--- config.mk ---
export PLATFORM = sky130hd
export DESIGN_NAME = pulse_to_level
export DESIGN_NICKNAME = d
export VERILOG_FILES = /design/src/rtl/pulse_to_level.sv
export SDC_FILE = /design/constraint.sdc
export NUM_CORES = 1
export LEC_CHECK = 0
export ABC_AREA = 1
export BUFFER_PORTS_ARGS = -buffer_cell sky130_fd_sc_hd__buf_2
export CAP_MARGIN = 25
export CORE_MARGIN = 8
export CORE_UTILIZATION = 49
export DETAILED_ROUTE_END_ITERATION = 10
export HOLD_SLACK_MARGIN = 0.03
export PLACE_DENSITY = 0.72
export SLEW_MARGIN = 20
export SYNTH_ARGS = -nofsm -noshare
export SYNTH_HDL_FRONTEND = slang
export SYNTH_SLANG_ARGS = --single-unit
--- constraint.sdc ---
create_clock -name clk -period 1.8 [get_ports clk]
set_input_delay 0.36 -clock clk [delete_from_list [all_inputs] [get_ports clk]]
set_output_delay 0.36 -clock clk [all_outputs]
set_load 0.05 [all_outputs]
--- src/rtl/pulse_to_level.sv ---
// Turns single-cycle request pulses into fixed high/low level waveforms for an edge-detected
// trigger line; requests arriving mid-waveform are queued in a saturating counter.
module pulse_to_level #(
    parameter int unsigned HIGH_CYCLES = 4,
    parameter int unsigned LOW_CYCLES  = 2,
    parameter int unsigned PEND_W      = 4
) (
    input  logic              clk,
    input  logic              rst_n,
    input  logic              pulse_in,
    input  logic              clr_ovf,
    output logic              level_out,
    output logic              busy,
    output logic [PEND_W-1:0] pending,
    output logic              ovf
);

    localparam int unsigned MaxCycles = (HIGH_CYCLES > LOW_CYCLES) ? HIGH_CYCLES : LOW_CYCLES;
    localparam int unsigned CntW      = $clog2(MaxCycles) + 1;

    localparam logic [CntW-1:0]   HighLoad = CntW'(HIGH_CYCLES);
    localparam logic [CntW-1:0]   LowLoad  = CntW'(LOW_CYCLES);
    localparam logic [CntW-1:0]   CntOne   = CntW'(1);
    localparam logic [PEND_W-1:0] PendOne  = PEND_W'(1);
    localparam logic [PEND_W-1:0] PendMax  = '1;

    localparam logic [1:0] StIdle = 2'd0;
    localparam logic [1:0] StHigh = 2'd1;
    localparam logic [1:0] StLow  = 2'd2;

    logic [1:0]        state_q, state_d;
    logic [CntW-1:0]   cnt_q, cnt_d;
    logic [PEND_W-1:0] pend_q, pend_d;
    logic              ovf_q, ovf_d;
    logic              level_q, level_d;
    logic              busy_q, busy_d;
    logic              inc, dec, ovf_set, last;

    always_comb begin
        state_d = state_q;
        cnt_d   = cnt_q;
        inc     = 1'b0;
        dec     = 1'b0;
        last    = (cnt_q == CntOne);

        case (state_q)
            StIdle: begin
                // A request seen while idle starts directly and never touches the queue.
                if (pulse_in) begin
                    state_d = StHigh;
                    cnt_d   = HighLoad;
                end
            end
            StHigh: begin
                inc = pulse_in;
                if (last) begin
                    state_d = StLow;
                    cnt_d   = LowLoad;
                end else begin
                    cnt_d = cnt_q - CntOne;
                end
            end
            StLow: begin
                if (last) begin
                    if (pend_q != '0) begin
                        dec     = 1'b1;
                        inc     = pulse_in;
                        state_d = StHigh;
                        cnt_d   = HighLoad;
                    end else if (pulse_in) begin
                        state_d = StHigh;
                        cnt_d   = HighLoad;
                    end else begin
                        state_d = StIdle;
                        cnt_d   = '0;
                    end
                end else begin
                    inc   = pulse_in;
                    cnt_d = cnt_q - CntOne;
                end
            end
            default: begin
                state_d = StIdle;
                cnt_d   = '0;
            end
        endcase
    end

    always_comb begin
        pend_d  = pend_q;
        ovf_set = 1'b0;
        if (inc && !dec) begin
            if (pend_q == PendMax) begin
                ovf_set = 1'b1;
            end else begin
                pend_d = pend_q + PendOne;
            end
        end else if (dec && !inc) begin
            pend_d = pend_q - PendOne;
        end
        // Set beats clear when both land in the same cycle.
        ovf_d   = ovf_set | (ovf_q & ~clr_ovf);
        level_d = (state_d == StHigh);
        busy_d  = (state_d != StIdle);
    end

    always_ff @(posedge clk or negedge rst_n) begin
        if (!rst_n) begin
            state_q <= StIdle;
            cnt_q   <= '0;
            pend_q  <= '0;
            ovf_q   <= 1'b0;
            level_q <= 1'b0;
            busy_q  <= 1'b0;
        end else begin
            state_q <= state_d;
            cnt_q   <= cnt_d;
            pend_q  <= pend_d;
            ovf_q   <= ovf_d;
            level_q <= level_d;
            busy_q  <= busy_d;
        end
    end

    assign level_out = level_q;
    assign busy      = busy_q;
    assign pending   = pend_q;
    assign ovf       = ovf_q;

endmodule

# After elaboration in Yosys (flattened, before gate mapping)
# Cells that the tools add are included.
# word_totals
reg_bits,12
input_bits,4
# op_classes
eq_ne,7
bitwise_logic,3
n_reduce_logical,9
add_sub_neg,3
n_mux,23
# op_table
op,n
3-bit 2-to-1 mux,5
4-bit 2-to-1 mux,3
1-bit 2-to-1 mux,9
3-bit one-hot mux with 3 select lines,1
2-bit 2-to-1 mux,3
2-bit one-hot mux with 3 select lines,1
"4-bit by 1-bit adder with 4-bit output, second input constant",1
"2-bit by 1-bit == test with 1-bit output, second input constant",2
"4-bit == test, second input constant",1
"2-bit != test, second input constant",2
2-bit nonzero test,2
4-bit nonzero test,1
"4-bit by 1-bit subtractor with 4-bit output, second input constant",1
"3-bit by 1-bit == test with 1-bit output, second input constant",1
"3-bit by 1-bit subtractor with 3-bit output, second input constant",1
"2-bit == test, second input constant",1
1-bit logical AND,2
1-bit logical NOT,2
2-bit logical NOT,1
1-bit one-hot mux with 2 select lines,1
2-bit AND reduction,1
1-bit bitwise AND,1
1-bit NOT,1
1-bit OR,1

# Depth between registers and ports, before layout
# Gate-level depths: netlist (run 1).
# logic_depth
word_depth,8
ltp_mapped,15
depth_no_buf,15

# Least setup slack after synthesis (run 1)
# OpenSTA, ideal clock, no wires.
# synth_path
path_type,register to register
from,"register pend_q[0], in the netlist pending[0]"
to,"register pend_q[3], in the netlist pending[3]"
t_required_ps,1680
path_slack_ps,-351
stages_incl_launch_ff,14
t_arrival_ps,2031
cell_sequence,dfrtp_1 -> nor2_2 -> nand2_4 -> nand2_2 -> nand2_4 -> nand3_2 -> ha_1 -> nand2_1 -> a21boi_0 -> nor2_1 -> nand4_1 -> nand3_2 -> nand2_1 -> nand2_1
# synth_between
elab_chain_len,8
# synth_lines
item,line_no,rtl
"start, declared",33,"logic [PEND_W-1:0] pend_q, pend_d;"
"start signal, assigned",118,pend_q <= pend_d;
4-bit nonzero test,65,if (pend_q != '0) begin
1-bit 2-to-1 mux,65,
1-bit 2-to-1 mux,64,if (last) begin
1-bit one-hot mux with 2 select lines / 1-bit 2-to-1 mux (equally long branches),46,case (state_q)
1-bit logical NOT (on tied branches),"98, 92",
1-bit logical AND (on tied branches),"98, 92",
2-bit nonzero test (no source line) / 2-bit != test (equally long branches),--,
2-bit AND reduction (no source line),--,
# Parallel ways exist; a longest one is shown, timed or not. The select of a mux whose other input is x is not followed.
# A chain may end at the register's enable or synchronous reset.

# Worst setup path in the final report (run 1)
# layout_path
from,register state_q[0]
to,"register pend_q[3], in the netlist pending[3]"
# layout_between
elab_chain_len,6
# layout_lines
item,line_no,rtl
"start, declared",31,"logic [1:0] state_q, state_d;"
"start signal, assigned",109,state_q <= StIdle;
"start signal, assigned",116,state_q <= state_d;
2-bit == test / 2-bit by 1-bit == test with 1-bit output (equally long branches),46,
1-bit one-hot mux with 2 select lines / 1-bit 2-to-1 mux (equally long branches),46,
1-bit logical NOT (on tied branches),"98, 92",
1-bit logical AND (on tied branches),"98, 92",
2-bit nonzero test (no source line) / 2-bit != test (equally long branches),--,
2-bit AND reduction (no source line),--,
# Parallel ways exist; a longest one is shown, timed or not.

==> key figures, run 1 <==
Outcome
  • Status: finished with violations
  • Failing checks: negative setup slack

Yosys
  • Mapped Nets: 105
  • Synth warn: 0
  • EDFF count, synth: 0
  • Post-synthesis compound-gate area fraction: 10.1%
  • Post-synthesis simple-gate area fraction: 27.7%
  • Synth Area in Adders: 14.5%
  • Yosys top cell by area: dfrtp_1
  • Prevailing post-synth register cell: dfrtp_1
  • Largest family of logic cells by synthesized area: simple AND/OR/NAND/NOR gates
  • Sequential fraction of the synthesis area: 36.3%
  • Post-synthesis async set-or-reset flop share: 100%
  • Mux contribution to synthesized area: 0%
  • Mapped cell area: 827 um^2
  • Post-synthesis cell type count: 24
  • Count leader, synth: inv_1
  • Synth top cells by count: inv_1 (16), dfrtp_1 (12), nand2_1 (9), ha_1 (8), o21ai_0 (6)
  • Synth Area in XOR/XNOR: 3.18%
  • Synth top area share: 36.3%
  • Synth Area per Inst: 8.99 um^2
  • Seq cells post-synth: 12
  • Cells after synthesis: 92
  • Synth area leaders: dfrtp_1 (36%), ha_1 (12%), inv_1 (7.3%)

Worst setup path
  • CP Capture Type: register
  • Crit-path max FO: 4
  • Req. time, crit path: 1.97 ns
  • Buf/Inv on CP: 2
  • Crit path largest cell delay: 0.45 ns
  • Startpoint Class: register
  • WS Path Type: reg -> reg
  • CP delay by family, top: simple AND/OR/NAND/NOR gates
  • Worst Setup SP: state_q[0]$_DFF_PN0_
  • CP arrival: 2.14 ns
  • R2R Path Start: state_q[0]$_DFF_PN0_
  • Slowest stage cell, crit path: dfrtp_2
  • Worst path cell trace: inv_4, ha_4, inv_2, nor2_4, nand2_4, nand3_4, ha_4, a21boi_4, nor2_2, nand4_1, nand4_1, nand2_1

Die
  • Std cell rows: 15
  • Core area: 1650 um^2
  • Initial Util: 50.1%
  • Io pins: 11
  • DIE AREA: 3260 um^2
  • Die Y-Extent: 57.1 um
  • Die Wd: 57.1 um

STA
  • Fin Setup TNS: -0.261 ns
  • Final period demand of the worst path: 1.97 ns
  • Setup Skew: 0.00370 ns
  • Slew Limit Fails: 0
  • Hold Violations, Final: 0
  • # setup viols final: 3
  • Fmax: 507 MHz
  • Slew @ Worst Pin: 0.272 ns
  • Worst setup margin: -0.172 ns
  • Max-slew headroom: 81.9%
  • Final period utilization: 110%
  • RSZ-0062 raised after global routing: yes

GRT
  • GRT Residual Overflow: 0
  • Gr usage total: 11.8%
  • Initial antenna violation count: 0
  • First-pass GRT wire length: 3.10 mm
  • Number of global-route vias before repair: 714
  • Largest net degree at the start of global routing: 13

CTS
  • Clk sink count: 12
  • CTS max path bufs: 2
  • Cts bufs inserted: 3
  • Clk Latency, worst-skew pair: 0.27 ns
  • Clk slew on worst S/H paths: 0.08 ns
  • Htree depth: 1
  • CTS root buf: clkbuf_4
  • CTS tree: yes

Placed design
  • HPWL Detailed: 1.42 mm
  • Placed insts: 132
  • Gpl congestion: 0.841
  • PortBufs: 10

Job
  • Number of max-cap violations: 0

Cells and area
  • Fill count: 118
  • Multi-input gate area: 581 um^2
  • End-of-flow core utilization: 74.3%
  • Register area: 312 um^2
  • ANT cells: 0
  • Number of nets in the layout: 140
  • Layout cell share with drive strength beyond 1: 54.0%
  • Non-Filler Instances: 143
  • Area Overhead vs Synth: 48.4%

Hold path
  • Hold WC Path Type: in -> reg
  • Hold wc startpoint: clr_ovf

Routing
  • DR DRC count: 0
  • Total Wirelength: 1.99 mm
  • WL/cell: 13.9 um
  • Via count: 741
  • DR vias/cell: 5.18
  • DRT iter0 DRCs: 7
  • Number of nets still failing antenna checks after routing: 0
  • DRT Pass-1 Iters: 4
==> layout by cell type (no fill, tap or decap), drive strengths merged <==
master / netlist / routed
a21boi: 1 / 1
a21oi: 2 / 2
buf: 0 / 29
clkbuf: 0 / 4
dfrtp: 12 / 12
dlygate4sd3: 0 / 1
fa: 1 / 1
ha: 8 / 8
inv: 18 / 18
nand2: 17 / 17
nand3: 7 / 7
nand4: 5 / 5
nor2: 7 / 7
o211ai: 2 / 2
o21ai: 7 / 7
o22ai: 2 / 2
xnor2: 2 / 2
xor2: 1 / 1
==> final timing paths <==
| kind | endpoint | slack, ns | depth (start not counted) |
|---|---|---|---|
| max | pending[3]$_DFFE_PN0P_ | -0.17 | 12 |
| min | ovf$_DFF_PN0_ | 0.28 | 2 |
| max reg2reg | pending[3]$_DFFE_PN0P_ | -0.17 | 12 |
| min reg2reg | ovf$_DFF_PN0_ | 0.56 | 2 |
| max in group asynchronous | pending[0]$_DFFE_PN0P_ | 1.07 | 2 |
| min in group asynchronous | state_q[1]$_DFF_PN0_ | 0.49 | 2 |
==> state kept, by name, indices dropped and copies added (netlist names) <==
register and cells:
busy 1, cnt_q 3, level_out 1, ovf 1, pending 4, state_q 2
==> stage by stage <==
stage          worst slack (ns)  hold slack, ns  cell area, um^2
5_1_grt                  -0.271           0.269             1230
3_5_place_dp             -0.162           0.252             1090
6_report                 -0.172           0.277             1230
3_3_place_gp             -0.124           0.249             1090
4_1_cts                  -0.131           0.269             1160
2_1_floorplan            -0.116          0.0644              905
==> logic make-up (layout without fill, tap and decap cells) <==
group,after synthesis,after routing
AND/OR/NAND/NOR,36,36
buffers and inverters,18,52
AO/OA/AOI/OAI,14,14
flip-flops,12,12
adder cells (fa/ha/maj),9,9
XOR/XNOR,3,3
==> timing repair <==
| action | 4_1_cts | 5_1_grt |
|---|---|---|
| pin swaps | 7 | 14 |
| hold buffers | 1 | 0 |
| setup endpoints to repair | 3 | 6 |
| hold endpoints to repair | 12 | 0 |
| gates resized for setup | 5 | 12 |
| buffers inserted | 3 | 4 |
==> layout make-up <==
type / count / area share [%]
inverter: 18 / 5.91
sequential: 12 / 25.4
tap: 17 / 1.73
multi-input combinational: 62 / 47.3
clock buffer: 4 / 2.14
timing repair buffer: 30 / 17.5
==> metal layers <==
metal / GRT usage (%) / routed length (um) / vias to the layer above
met5: 0 / 0 / -
met4: 5.37 / 29 / 0
met3: 3.55 / 78 / 4
met2: 18.1 / 992 / 14
met1: 14.8 / 889 / 351
li1: - / - / 372
Power of run 1 is left out: the tool's default activity adds up to more than one toggle a clock period on the data nets, which glitch-free logic cannot reach.
==> inputs of run 2 (changes only) <==
- REMOVE_ABC_BUFFERS: unset -> 1
- TNS_END_PERCENT: unset -> 30
==> run 2 against run 1 <==
The run still ends with negative setup slack left. Clock skew is 0.0013 ns higher. Register-to-register slack got worse by 0.04 ns. Die area unchanged. Flip-flop and latch count unchanged. Global-route usage up 1.0 points. Via count is 7.3% higher. Utilization decreased by 1.1 points. Hold slack improved by 0.060 ns. Highest routed layer unchanged.
==> key figures, run 2 (synthesis gave the netlist of run 1 again) <==
Die
  • DIE AREA: 3260 um^2
  • Initial Util: 50.1%
  • Die Y-Extent: 57.1 um
  • Core area: 1650 um^2
  • Std cell rows: 15
  • Io pins: 11
  • Die Wd: 57.1 um

STA
  • Hold Violations, Final: 0
  • Final period utilization: 112%
  • Setup Skew: 0.00495 ns
  • Final period demand of the worst path: 2.01 ns
  • Max-slew headroom: 83.0%
  • Hold WS: 0.337 ns
  • Slew @ Worst Pin: 0.254 ns
  • RSZ-0062 raised after global routing: yes
  • Slew Limit Fails: 0
  • # setup viols final: 3
  • Worst setup margin: -0.210 ns
  • Fmax: 497 MHz

Routing
  • DRT Pass-1 Iters: 4
  • DR vias/cell: 5.41
  • Via count: 795
  • DRT iter0 DRCs: 31
  • DR DRC count: 0
  • Number of nets still failing antenna checks after routing: 0
  • Total Wirelength: 2.29 mm
  • WL/cell: 15.6 um

Placed design
  • HPWL Detailed: 1.47 mm
  • Gpl congestion: 0.849
  • Placed Area: 1000 um^2
  • PortBufs: 10

CTS
  • CTS max path bufs: 2
  • Cts bufs inserted: 3
  • Clk Latency, worst-skew pair: 0.26 ns
  • CTS tree: yes
  • CTS root buf: clkbuf_4
  • Clk sink count: 12
  • Htree depth: 1
  • Clk slew on worst S/H paths: 0.07 ns

Hold path
  • Hold WC Path Type: in -> reg

Worst setup path
  • Crit-path max FO: 4
  • WS Path Type: reg -> reg
  • Req. time, crit path: 1.95 ns
  • CP arrival: 2.16 ns
  • Startpoint Class: register
  • CP Capture Type: register

Cells and area
  • Most frequent cells in the layout: buf_4 (22), inv_1 (13), dfrtp_1 (12), buf_2 (10), nand2_1 (8)
  • Fill count: 107
  • Design Area, Final: 1210 um^2
  • Max reg flops: 4
  • Area Overhead vs Synth: 46.3%
  • Most common cell after layout, fill and taps aside: buf_4
  • Number of nets in the layout: 144
  • End-of-flow core utilization: 73.3%
  • ANT cells: 0
  • Layout cell share with drive strength beyond 1: 50.8%

GRT
  • Gr usage total: 12.9%
  • Initial antenna violation count: 0
  • Number of global-route vias before repair: 735
  • Largest net degree at the start of global routing: 13
  • GRT Residual Overflow: 0
  • First-pass GRT wire length: 3.35 mm

Job
  • Number of max-cap violations: 0

Outcome
  • Status: finished with violations
  • Failing checks: negative setup slack
==> run 2: cell count changes in the layout (fill, tap and decap cells not counted), moves of 2 or more <==
| cell | previous run | this run |
|---|---|---|
| nor2_4 | 3 | 1 |
| nand2_4 | 6 | 4 |
| inv_2 | 3 | 5 |
| nor2_2 | 1 | 3 |
| dfrtp_2 | 3 | 0 |
| buf_4 | 18 | 22 |
| dfrtp_1 | 7 | 12 |
| dfrtp_4 | 2 | 0 |
| inv_4 | 2 | 0 |
==> run 2: what timing repair did <==
item                                    CTS  global route
pin swaps                                10            10
setup buffers                             4             5
resized for setup                        15             5
endpoints found under the setup margin    3             3
hold buffers                              1             0
endpoints found under the hold margin    12             0
cloned                                    0             0
==> run 2: worst paths after layout <==
check	slack (ns)	depth (start not counted)	end	startpoint
setup / recovery	-0.21	11	pending[3]$_DFFE_PN0P_	state_q[0]$_DFF_PN0_
hold / removal	0.34	2	ovf$_DFF_PN0_	clr_ovf
setup reg to reg	-0.21	11	pending[3]$_DFFE_PN0P_	state_q[0]$_DFF_PN0_
hold reg to reg	0.61	2	cnt_q[2]$_DFFE_PN0P_	cnt_q[2]$_DFFE_PN0P_
max in group asynchronous	1.11	2	pending[3]$_DFFE_PN0P_	rst_n
min in group asynchronous	0.48	2	busy$_DFF_PN0_	rst_n
==> run 2: metrics by stage <==
step / instances / setup TNS, ns / worst slack, ns
2_1_floorplan: 92 / -0.519 / -0.351
5_1_grt: 147 / -0.821 / -0.302
3_5_place_dp: 133 / -0.610 / -0.299
4_1_cts: 142 / -0.340 / -0.171
6_report: 147 / -0.492 / -0.210
3_3_place_gp: 133 / -0.419 / -0.215
==> run 2: final cells by class <==
| cell class | count | area (um^2) | area share (%) |
|---|---|---|---|
| Tap cell | 17 | 21.3 | 1.76 |
| Sequential cell | 12 | 300 | 24.8 |
| Inverter | 18 | 67.6 | 5.58 |
| Multi-Input combinational cell | 62 | 548 | 45.3 |
| Timing Repair Buffer | 34 | 236 | 19.5 |
| Clock buffer | 4 | 36.3 | 3.00 |
==> run 2: worst max-delay path, cell delays in order (launching register included) <==
cell and delay (ns):
dfrtp_1 0.40, inv_2 0.08, ha_1 0.28, nand2_1 0.08, inv_2 0.09, nand3_4 0.12
ha_4 0.26, a21boi_2 0.16, nor2_2 0.11, nand4_1 0.15, nand4_1 0.13, nand2_1 0.05
==> run 2: layer usage <==
layer	up-vias	track usage [%]	share of wire, %
li1	376	-	-
met1	379	15.5	40
met2	30	19.8	50
met3	10	3.10	5.7
met4	0	8.39	5.0
met5	-	0	0
Power of run 2 is left out for the same reason.
==> inputs of run 3 (changes only) <==
- PLACE_DENSITY: 0.72 -> unset
- PLACE_DENSITY_LB_ADDON: unset -> 0.05
==> run 3 against run 2 <==
The flow still finishes with violations (negative setup slack). Utilization decreased by 0.76 points. Count of clock-buffer cells in the layout down 1. Critical endpoint unchanged. Die area unchanged. Worst setup slack improved by 0.035 ns. Fmax rose by 1.8%.
==> key figures, run 3 (synthesis gave the netlist of run 1 again) <==
Hold path
  • Hold WC Path Type: in -> reg

STA
  • Max-slew headroom: 82.2%
  • Hold Violations, Final: 0
  • Final period utilization: 110%
  • RSZ-0062 raised after global routing: yes
  • # setup viols final: 3
  • Fmax: 506 MHz
  • Slew Limit Fails: 0
  • Setup Skew: 0.00170 ns
  • Final period demand of the worst path: 1.98 ns
  • Slew @ Worst Pin: 0.266 ns
  • Worst setup margin: -0.175 ns

Routing
  • DRT iter0 DRCs: 10
  • Number of nets still failing antenna checks after routing: 0
  • DRT Pass-1 Iters: 4
  • DR DRC count: 0
  • Total Wirelength: 1.91 mm
  • DR vias/cell: 5.06
  • Via count: 729
  • WL/cell: 13.3 um

Outcome
  • Status: finished with violations
  • Failing checks: negative setup slack

CTS
  • CTS tree: yes
  • Htree depth: 1
  • Clk Latency, worst-skew pair: 0.27 ns
  • Clk sink count: 12
  • CTS max path bufs: 2
  • Clk slew on worst S/H paths: 0.07 ns
  • Cts bufs inserted: 3
  • CTS root buf: clkbuf_4

Cells and area
  • Most frequent cells in the layout: buf_4 (20), inv_1 (12), dfrtp_1 (11), buf_2 (10), nand2_1 (8)
  • Fill count: 125
  • Most common cell after layout, fill and taps aside: buf_4
  • Register area: 302 um^2
  • Multi-input gate area: 561 um^2
  • ANT cells: 0
  • End-of-flow core utilization: 72.5%
  • Design Area, Final: 1200 um^2
  • Non-Filler Instances: 144
  • Max reg flops: 4
  • Area Overhead vs Synth: 44.8%
  • Layout cell share with drive strength beyond 1: 50.4%
  • Number of nets in the layout: 142

Job
  • Number of max-cap violations: 0

Placed design
  • PortBufs: 10
  • Placed insts: 134
  • Placed Area: 1010 um^2
  • HPWL Detailed: 1.43 mm
  • DP Worst Slack: -0.294 ns
  • Gpl congestion: 0.858

Worst setup path
  • Crit path largest cell delay: 0.40 ns
  • Worst path cell trace: buf_6, ha_4, a21oi_4, nand2_4, nand3_4, ha_4, a21boi_2, nor2_1, nand4_1, nand4_1, nand2_1
  • Crit-path max FO: 4
  • Req. time, crit path: 1.96 ns
  • WS Path Type: reg -> reg
  • Slowest stage cell, crit path: dfrtp_1
  • Buf/Inv on CP: 1
  • CP delay by family, top: simple AND/OR/NAND/NOR gates
  • Startpoint Class: register
  • CP arrival: 2.13 ns
  • CP Capture Type: register

GRT
  • GRT Residual Overflow: 0
  • First-pass GRT wire length: 3.29 mm
  • Largest net degree at the start of global routing: 13
  • Initial antenna violation count: 0
  • Gr usage total: 12.5%
  • Number of global-route vias before repair: 770

Die
  • Core area: 1650 um^2
  • Io pins: 11
  • Initial Util: 50.1%
  • Die Y-Extent: 57.1 um
  • Std cell rows: 15
  • DIE AREA: 3260 um^2
  • Die Wd: 57.1 um
run 3: final timing paths:
kind / start / end / slack [ns] / depth (start not counted)
max: state_q[1]$_DFF_PN0_ / pending[3]$_DFFE_PN0P_ / -0.18 / 11
max reg2reg: state_q[1]$_DFF_PN0_ / pending[3]$_DFFE_PN0P_ / -0.18 / 11
min reg2reg: ovf$_DFF_PN0_ / ovf$_DFF_PN0_ / 0.58 / 2
max in group asynchronous: rst_n / state_q[0]$_DFF_PN0_ / 1.08 / 2
min: clr_ovf / ovf$_DFF_PN0_ / 0.29 / 2
min in group asynchronous: rst_n / cnt_q[1]$_DFFE_PN0P_ / 0.49 / 2
run 3: layout make-up:
type	instances	area share (%)
multi-input cells	62	46.8
clock buffers	3	1.88
inverters	18	5.85
repair buffers	32	18.5
well taps	17	1.78
flip-flops and latches	12	25.2
run 3: metal layers:
layer | up-vias | routed length, um | track usage (%)
met3 | 9 | 68 | 3.55
met5 | - | 0 | 0
met4 | 0 | 53 | 5.37
met1 | 333 | 694 | 11.8
met2 | 15 | 1090 | 23.9
li1 | 372 | - | -
run 3: what timing repair did:
item,4_1_cts,5_1_grt
hold buffers,1,0
gates resized for setup,14,8
setup buffers,4,2
hold endpoints to repair,12,0
endpoints found under the setup margin,3,6
pin swaps,9,7
run 3: stage by stage:
step           hold WS, ns  setup TNS (ns)
2_1_floorplan       0.0644          -0.519
3_3_place_gp         0.247          -0.346
3_5_place_dp         0.252          -0.500
4_1_cts              0.283          -0.250
5_1_grt              0.283          -0.610
6_report             0.288          -0.294
Power of run 3 is left out for the same reason.
